File: config.mk
export PLATFORM = sky130hd
export DESIGN_NAME = dcmp_mem_writer
export DESIGN_NICKNAME = d
export VERILOG_FILES = /design/src/rtl/dcmp_mem_writer.sv
export SDC_FILE = /design/constraint.sdc
export NUM_CORES = 1
export LEC_CHECK = 0
export ABC_AREA = 1
export BUFFER_PORTS_ARGS = -buffer_cell sky130_fd_sc_hd__buf_2
export CORE_ASPECT_RATIO = 0.6
export CORE_MARGIN = 2
export CORE_UTILIZATION = 55
export CTS_CLUSTER_DIAMETER = 50
export CTS_CLUSTER_SIZE = 20
export DETAILED_ROUTE_END_ITERATION = 10
export PLACE_DENSITY = 0.76
export REMOVE_ABC_BUFFERS = 1
export SYNTH_ARGS = -nofsm -noshare
export SYNTH_HDL_FRONTEND = slang
export SYNTH_SLANG_ARGS = --single-unit
File: constraint.sdc
create_clock -name clk -period 4.5 [get_ports clk]
set_input_delay 0.9 -clock clk [delete_from_list [all_inputs] [get_ports clk]]
set_output_delay 0.9 -clock clk [all_outputs]
set_load 0.02 [all_outputs]
File: src/rtl/dcmp_mem_writer.sv
// dcmp_mem_writer: buffers decoded words from NCH decompressor channels in
// per-channel FIFOs and round-robins them onto one registered RAM write port.
// Each channel writes into its own programmable base/length address window,
// wrapping at the end of the window and flagging ch_done on every wrap.
module dcmp_mem_writer #(
  parameter int N     = 32,
  parameter int NCH   = 4,
  parameter int DEPTH = 4,
  parameter int AW    = 20
) (
  input  logic                    clk,
  input  logic                    reset,
  input  logic [NCH-1:0]          in_valid,
  input  logic [NCH*N-1:0]        in_data,
  output logic [NCH-1:0]          in_ready,
  input  logic                    cfg_we,
  input  logic [$clog2(NCH)-1:0]  cfg_ch,
  input  logic [AW-1:0]           cfg_base,
  input  logic [AW-1:0]           cfg_len,
  input  logic                    mem_stall,
  output logic                    mem_we,
  output logic [AW-1:0]           mem_addr,
  output logic [N-1:0]            mem_data,
  output logic [NCH-1:0]          ch_done,
  output logic                    busy
);

  localparam int CW = $clog2(NCH);
  localparam int PW = $clog2(DEPTH);

  // per-channel FIFO storage and bookkeeping
  logic [N-1:0]  fifo_mem [NCH][DEPTH];
  logic [PW-1:0] wr_ptr   [NCH];
  logic [PW-1:0] rd_ptr   [NCH];
  logic [PW:0]   count    [NCH];

  // per-channel address window
  logic [AW-1:0] base_r   [NCH];
  logic [AW-1:0] len_r    [NCH];
  logic [AW-1:0] offset_r [NCH];

  logic [NCH-1:0] fifo_empty;
  logic [NCH-1:0] fifo_full;
  logic [NCH-1:0] push;
  logic [NCH-1:0] pop;
  logic [NCH-1:0] cfg_hit;
  logic [NCH-1:0] cand;

  // rr_ptr is where the next search starts (last grant + 1)
  logic [CW-1:0] rr_ptr;
  logic [CW-1:0] grant_idx;
  logic          grant_valid;
  logic [AW-1:0] grant_addr;
  logic [N-1:0]  grant_data;

  // FIFO status, accept decision and arbitration candidates
  always_comb begin
    fifo_empty = '0;
    fifo_full  = '0;
    push       = '0;
    cfg_hit    = '0;
    cand       = '0;
    for (int k = 0; k < NCH; k++) begin
      fifo_empty[k] = (count[k] == '0);
      fifo_full[k]  = (count[k] == (PW+1)'(DEPTH));
      // a channel being reconfigured sits out arbitration this cycle
      cfg_hit[k]    = cfg_we && (cfg_ch == CW'(k));
      push[k]       = in_valid[k] && !fifo_full[k];
      cand[k]       = !fifo_empty[k] && !cfg_hit[k];
    end
  end

  assign in_ready = ~fifo_full;
  assign busy     = (|(~fifo_empty)) || mem_we;

  // round-robin search starting at rr_ptr; nothing is granted while stalled
  always_comb begin
    logic [CW-1:0] scan;
    scan        = rr_ptr;
    grant_valid = 1'b0;
    grant_idx   = rr_ptr;
    pop         = '0;
    if (!mem_stall) begin
      for (int i = 0; i < NCH; i++) begin
        if (!grant_valid && cand[scan]) begin
          grant_valid = 1'b1;
          grant_idx   = scan;
        end
        scan = (scan == CW'(NCH-1)) ? '0 : scan + CW'(1);
      end
    end
    if (grant_valid) begin
      pop[grant_idx] = 1'b1;
    end
  end

  // write address is truncated to AW bits so windows wrap around the RAM
  always_comb begin
    grant_addr = base_r[grant_idx] + offset_r[grant_idx];
    grant_data = fifo_mem[grant_idx][rd_ptr[grant_idx]];
  end

  // FIFO storage; contents need no reset because the pointers gate them
  always_ff @(posedge clk) begin
    for (int k = 0; k < NCH; k++) begin
      if (push[k]) begin
        fifo_mem[k][wr_ptr[k]] <= in_data[k*N +: N];
      end
    end
  end

  // FIFO pointers and occupancy; reset drops any buffered words
  always_ff @(posedge clk) begin
    if (reset) begin
      for (int k = 0; k < NCH; k++) begin
        wr_ptr[k] <= '0;
        rd_ptr[k] <= '0;
        count[k]  <= '0;
      end
    end else begin
      for (int k = 0; k < NCH; k++) begin
        if (push[k]) begin
          wr_ptr[k] <= wr_ptr[k] + PW'(1);
        end
        if (pop[k]) begin
          rd_ptr[k] <= rd_ptr[k] + PW'(1);
        end
        case ({push[k], pop[k]})
          2'b10:   count[k] <= count[k] + (PW+1)'(1);
          2'b01:   count[k] <= count[k] - (PW+1)'(1);
          default: count[k] <= count[k];
        endcase
      end
    end
  end

  // window registers, offset advance and sticky done; config wins over a grant
  always_ff @(posedge clk) begin
    if (reset) begin
      ch_done <= '0;
      for (int k = 0; k < NCH; k++) begin
        base_r[k]   <= '0;
        len_r[k]    <= '0;
        offset_r[k] <= '0;
      end
    end else begin
      for (int k = 0; k < NCH; k++) begin
        if (cfg_hit[k]) begin
          base_r[k]   <= cfg_base;
          len_r[k]    <= cfg_len;
          offset_r[k] <= '0;
          ch_done[k]  <= 1'b0;
        end else if (pop[k]) begin
          // len of 0 means a full 2^AW window: len-1 wraps to all ones
          if (offset_r[k] == len_r[k] - AW'(1)) begin
            offset_r[k] <= '0;
            ch_done[k]  <= 1'b1;
          end else begin
            offset_r[k] <= offset_r[k] + AW'(1);
          end
        end
      end
    end
  end

  // registered RAM port and round-robin pointer; both freeze under stall
  always_ff @(posedge clk) begin
    if (reset) begin
      mem_we   <= 1'b0;
      mem_addr <= '0;
      mem_data <= '0;
      rr_ptr   <= '0;
    end else if (!mem_stall) begin
      mem_we <= grant_valid;
      if (grant_valid) begin
        mem_addr <= grant_addr;
        mem_data <= grant_data;
        rr_ptr   <= (grant_idx == CW'(NCH-1)) ? '0 : grant_idx + CW'(1);
      end
    end
  end

endmodule
# --- Yosys cells after proc, flatten, opt, wreduce, memory -nomap -nowiden ---
# Memories as Yosys holds them, arrays and structs flattened.
# Cells that the tools add are included.
# Widths: inputs -> output; s select.
totals:
  mem_bits_ro: 0
  mem_count: 7
  latch_bits: 0
  input_bits: 178
  elab_cells: 381
  ramBits: 780
  output_inout_bits: 62
  reg_bits: 59
mem_list:
  columns: ["memory", "depth", "word_bits", "read_ports", "rd_clocked_by_memory_dff", "wr", "line", "rtl"]
  rows:
  - ["fifo_mem", 4, 128, 1, 0, 4, "32", "logic [N-1:0] fifo_mem [NCH][DEPTH];"]
  - ["base_r", 4, 20, 1, 0, 4, "38", "logic [AW-1:0] base_r [NCH];"]
  - ["len_r", 4, 20, 4, 0, 4, "39", "logic [AW-1:0] len_r [NCH];"]
  - ["offset_r", 4, 20, 5, 0, 4, "40", "logic [AW-1:0] offset_r [NCH];"]
  - ["count", 4, 3, 4, 0, 4, "35", "logic [PW:0] count [NCH];"]
  - ["rd_ptr", 4, 2, 5, 0, 4, "34", "logic [PW-1:0] rd_ptr [NCH];"]
  - ["1 more memories", null, null, null, null, null, null, null]
op_classes:
  bitwise_logic: 48
  reduce_logical: 55
  n_eq_ne: 23
  div_mod_pow: 0
  add_sub_neg: 29
  n_shift: 0
  order_cmp: 15
  n_mux: 196
  mul: 0
ops:
  columns: ["op", "n"]
  rows:
  - ["$mux 128", 4]
  - ["$mux 20", 20]
  - ["$demux 32 s2", 4]
  - ["$mux 32", 6]
  - ["$mux 1", 127]
  - ["$add 20x1->20 const B", 4]
  - ["$eq 20x20->1", 4]
  - ["$sub 20x1->20 const B", 4]
  - ["$bmux 32 s2", 1]
  - ["$or 1x1->1", 40]
  - ["$mux 3", 12]
  - ["$mux 2", 16]
  - ["$add 2x1->2 const B", 12]
  - ["$add 20x20->20", 1]
  - ["$eq 2x2->1 const B", 10]
  - ["$logic_and 1x1->1", 20]
  - ["$reduce_or 2->1", 8]
  - ["$ge 3x3->1 const B", 5]
  - ["$logic_not 1->1", 15]
  - ["$lt 2x3->1 const B", 5]
  - ["$not 2->3", 5]
  - ["$add 3x1->3 const B", 4]
  - ["$eq 3x3->1 const B", 4]
  - ["$logic_not 3->1", 4]
  - ["other kinds (13)", 31]

# --- Logic depth before layout (Yosys ltp) ---
logic_depth:
  word_depth: 32
  depth_mapped: 35
  depth_no_buf: 32

# --- Worst setup path after synthesis ---
# No wires, ideal clock.
synth_timing:
  path_type: "input port to flip-flop"
  from: "input port cfg_ch[1]"
  to: "register mem_addr[14]"
  path_buffers: 3
  path_stages: 29
  required_ns: 4.372
  arrival_ns: 4.513
  setup_time_ns: 0.128
  slack_ns: -0.141
  cell_sequence: "inv_1 > nand3_1 > nand3_1 > nand2_1 > nand2_1 > nand2_1 > nand2_1 > nand2_1 > nand2_1 > nand3_1 > nand3_4 > nand2_4 > buf_6 > buf_2 > clkbuf_1 > nor2_1 > o21ai_0 > ha_1 > fa_1 > nand3_1 > nand2_1 > a21oi_1 > o21bai_1 > a31oi_1 > o21ai_0 > a21boi_0 > o21ai_0 > xnor2_1 > a21oi_1"
synth_via:
  elab_chain_cells: 22
  elab_cells_between_ends: 46
  classes_between: "add/sub: 1; eq/ne: 3; mux: 20; reduce/logical: 20; memory: 2"
synth_rtl:
  columns: ["item", "line", "rtl"]
  rows:
  - ["start, declared", "17", "input logic [$clog2(NCH)-1:0] cfg_ch,"]
  - ["$eq 2x1->1, or another cell as far along", "67", "cfg_hit[k] = cfg_we && (cfg_ch == CW'(k));"]
  - ["$logic_and 1x1->1", "67", null]
  - ["$logic_not 1->1", "69", "cand[k] = !fifo_empty[k] && !cfg_hit[k];"]
  - ["$logic_and 1x1->1", "69", null]
  - ["$bmux 1 s2", "85", "if (!grant_valid && cand[scan]) begin"]
  - ["$mux 1 (not written as such)", "85", null]
  - ["$mux 1", "85", null]
  - ["$mux 1", "83", "if (!mem_stall) begin"]
  - ["[6 not listed]", null, null]
  - ["$mux 1", "85", null]
  - ["$mux 1", "83", null]
  - ["$logic_not 1->1", "85", null]
  - ["$logic_and 1x1->1", "85", null]
  - ["$mux 2", "85", null]
  - ["$mux 2", "83", null]
  - ["$mem_v2 4x20, on equally long branches", null, null]
  - ["$add 20x20->20", "99", "grant_addr = base_r[grant_idx] + offset_r[grant_idx];"]
  - ["end signal, assigned", "176", "mem_addr <= grant_addr;"]
  - ["end, declared", "22", "output logic [AW-1:0] mem_addr,"]
# Several ways; a longest one is shown, not always the timed one. The select of a mux whose other input is x is not followed.
# A chain may end at the register's enable or synchronous reset.

==> results.py <==
metrics = {
    "critical_path": {
        "end_kind": "flop",
        "r2r-start": "count[3][0]",
        "cp_top_family": "simple AND/OR/NAND/NOR gates",
        "arrival_ns": 4.98,
        "worst_setup_path_start_kind": "flop",
        "crit_buf_inv": 7,
        "crit_start": "count[3][0]",
        "cp.required_ns": 5.09,
        "max_stage_delay_ns": 0.40,
        "worstSetupPathType": "reg -> reg",
        "cp_max_fo": 8,
        "slowest_stage": "edfxtp_1",
    },
    "finish": {
        "drive_above_1_share_pct": 14.4,
        "syn_to_final_growth_pct": 13.6,
        "final_area_um2": 45000,
        "nets": 4433,
        "final_util_pct": 62.9,
    },
    "sta": {
        "rsz0062_at_grt": "true",
        "setup_viol": 0,
        "hold_viol": 0,
        "max_freq_mhz": 228,
        "layout_setup_ws_ns": 0.106,
        "slew_headroom_pct": 30.9,
        "post-route-period-util_pct": 97.6,
        "maxSlewViolCount": 0,
        "tightest_slew_ns": 1.04,
        "skew_ns": 0.0510,
        "period_needed_ns": 4.39,
    },
    "synth": {
        "synthFlopType": "edfxtp_1",
        "synth-edff-count": 780,
        "ys_async_sr_fraction_pct": 0,
        "ys_ff_latch": 839,
        "synth.avg_cell_area_um2": 10.1,
        "yosysWarnings": 0,
        "seq_area_frac_synth_pct": 62.2,
        "syn_area_um2": 39600,
        "synth.distinct_cells": 48,
        "syn_inst": 3921,
    },
    "die": {
        "dieArea_um2": 74200,
        "die_h_um": 212,
        "ios": 240,
        "fp.dieW_um": 350,
        "core_area_um2": 71500,
        "start_util_pct": 55.3,
        "rows": 76,
    },
    "global_route": {
        "grt_usage_pct": 30.1,
        "grt_pass1_vias": 28190,
        "antenna_found_initial": 16,
        "grt_max_degree": 177,
        "overflow": 0,
        "grt_pass1_wl_um": 171000,
    },
    "route": {
        "dr.pass1.iters": 6,
        "finalWirelength_um": 113000,
        "ant_nets": 0,
        "drcViolationCount": 0,
        "drt-vias-per-instance": 5.78,
        "drt_iter0_markers": 4369,
        "wire_per_inst_um": 21.6,
        "vias": 30209,
    },
    "clock_tree": {
        "clockBufferDepth": 3,
        "cts_tree": "built",
        "ctsHtreeMaxLevel": 2,
        "clock-sinks": 839,
        "ctsRootBufferMaster": "clkbuf_16",
        "clkSlewWorstSetupHoldPaths_ns": 0.09,
        "clkLatencyLatePin_ns": 0.68,
        "cts_buffers": 54,
        "hold_buffers": 0,
    },
    "place": {
        "io_buffer_count": 239,
        "place_ws_ns": -0.721,
        "dp_hpwl_um": 72700,
        "placed_cell_area_um2": 42800,
        "place.gp.congestion": 0.957,
    },
    "outcome": {
        "status": "complete, no violations",
    },
    "power_and_ir_drop": {
        "pwr-share-clk_pct": 18.8,
        "power_density_nw_per_um2": 616,
        "switching_power_uw": 11100,
        "swShare_pct": 40.0,
        "p_int_uw": 16600,
        "leakage_uw": 0.0179,
        "ir_worst_vdd_uv": 618,
        "seqPwrFrac_pct": 36.1,
        "pwr-share-comb_pct": 45.0,
    },
    "hold_path": {
        "worstHoldStart": "in_data[91]",
        "hp-class": "in -> reg",
    },
    "job": {
        "maxCapViolations": 0,
    },
}
-- layout make-up --
cell class,instances,area (µm²)
antenna,13,32.5
clock buffer,81,1480
clock inverter,19,238
fill,5699,26600
inverter,273,1030
multi-input combinational,2603,13400
sequential,839,24600
tap,975,1220
timing repair buffer,421,2910
-- worst paths after layout --
| kind | to | slack (ns) | cells after the start |
|---|---|---|---|
| max | mem_addr[18] | 0.11 | 32 |
| min reg2reg | ch_done[1] | 0.48 | 2 |
| min | fifo_mem[2][91] | 0.43 | 1 |
| max reg2reg | mem_addr[18] | 0.11 | 32 |
-- cell usage after synthesis (2+ instances only) --
cell / count / area (µm²)
o31ai_1: 3 / 22.5
nor2_2: 2 / 12.5
nand2_1: 751 / 2820
a21o_1: 3 / 22.5
buf_4: 9 / 67.6
a31oi_1: 6 / 37.5
xor2_1: 113 / 990
nor3b_1: 18 / 135
o211ai_1: 2 / 15.0
edfxtp_1: 780 / 23400
o21bai_1: 2 / 15.0
fa_1: 4 / 80.1
xnor2_1: 76 / 666
nor4_1: 20 / 125
buf_1: 5 / 18.8
clkbuf_1: 94 / 353
nand4_1: 22 / 138
or2_2: 21 / 131
nand3_1: 701 / 3510
nor4b_1: 3 / 26.3
nand2_2: 3 / 18.8
inv_1: 267 / 1000
o22ai_1: 21 / 131
nor2_1: 469 / 1760
and3_1: 4 / 25.0
buf_2: 97 / 485
a21oi_1: 88 / 440
inv_2: 5 / 18.8
and2_1: 3 / 18.8
nand3b_1: 6 / 45.0
nor3_1: 55 / 275
o21ai_0: 136 / 681
ha_1: 59 / 738
dfxtp_1: 59 / 1180
-- state kept, by name (all words and copies together) (netlist names), 12 cells and up --
name and flops:
base_r 80, count 12, fifo_mem 512, len_r 80, mem_addr 20, mem_data 32
offset_r 80
-- power by group through the flow --
stage	combinational, µW	sequential, µW	clock (µW)
global route	13500	10100	5530
detailed placement	11500	10200	0
CTS	11600	9990	5250
floorplan	6530	10300	0
finish	12500	10000	5220
global placement	11300	10100	0
-- metrics by stage --
stage	setup TNS (ns)	instances	hold slack [ns]	total power (µW)
2_1_floorplan	-1471.60	3715	0.497	16800
3_3_place_gp	-9.29	5102	0.464	21400
3_5_place_dp	-14.08	5102	0.469	21600
4_1_cts	0	5202	0.403	26900
5_1_grt	-0.359	5222	0.421	29100
6_report	0	5224	0.428	27700
-- cells by family (layout without fill, tap and decap cells) --
logic type	after synthesis	after routing	share of synthesized area [%]
fa+ha+maj	63	63	2.07
compound gates	266	266	3.55
xor+xnor	189	189	4.18
flops	839	839	62.2
buf+inv	479	794	4.96
other cells	0	13	0
simple gates	2085	2085	23.0
-- cells in the final DEF, fill, tap and decap left out, drive strengths merged, types with 4 or more instances in the layout --
cell type	synthesis	layout
diode	0	13
edfxtp	780	780
nor3	55	55
nand4	22	22
fa	4	4
nand2	755	755
o21ai	136	136
o22ai	21	21
nor3b	19	19
nand3b	6	6
a21oi	88	88
ha	59	59
and3	4	4
xnor2	76	76
nor2	471	471
nand3	702	702
nor4	21	21
or2	21	21
inv	272	276
dfxtp	59	59
clkbuf	94	82
xor2	113	113
clkinv	1	15
a31oi	6	6
buf	112	420
-- metal layers --
| layer | track usage (%) | wire (µm) | part of all wire [%] |
|---|---|---|---|
| met5 | 0 | 11 | 0.0098 |
| met4 | 8.14 | 2520 | 2.2 |
| met3 | 6.83 | 14200 | 13 |
| met2 | 42.9 | 47800 | 42 |
| met1 | 46.3 | 48200 | 43 |
-- timing repair --
action	4_1_cts	5_1_grt
gates resized for setup	11	96
pin swaps	0	37
cloned	0	1
buffers inserted	0	8
setup endpoints to repair	17	40
hold endpoints to repair	0	0
Note: power is estimated with default switching activity, not from simulation.
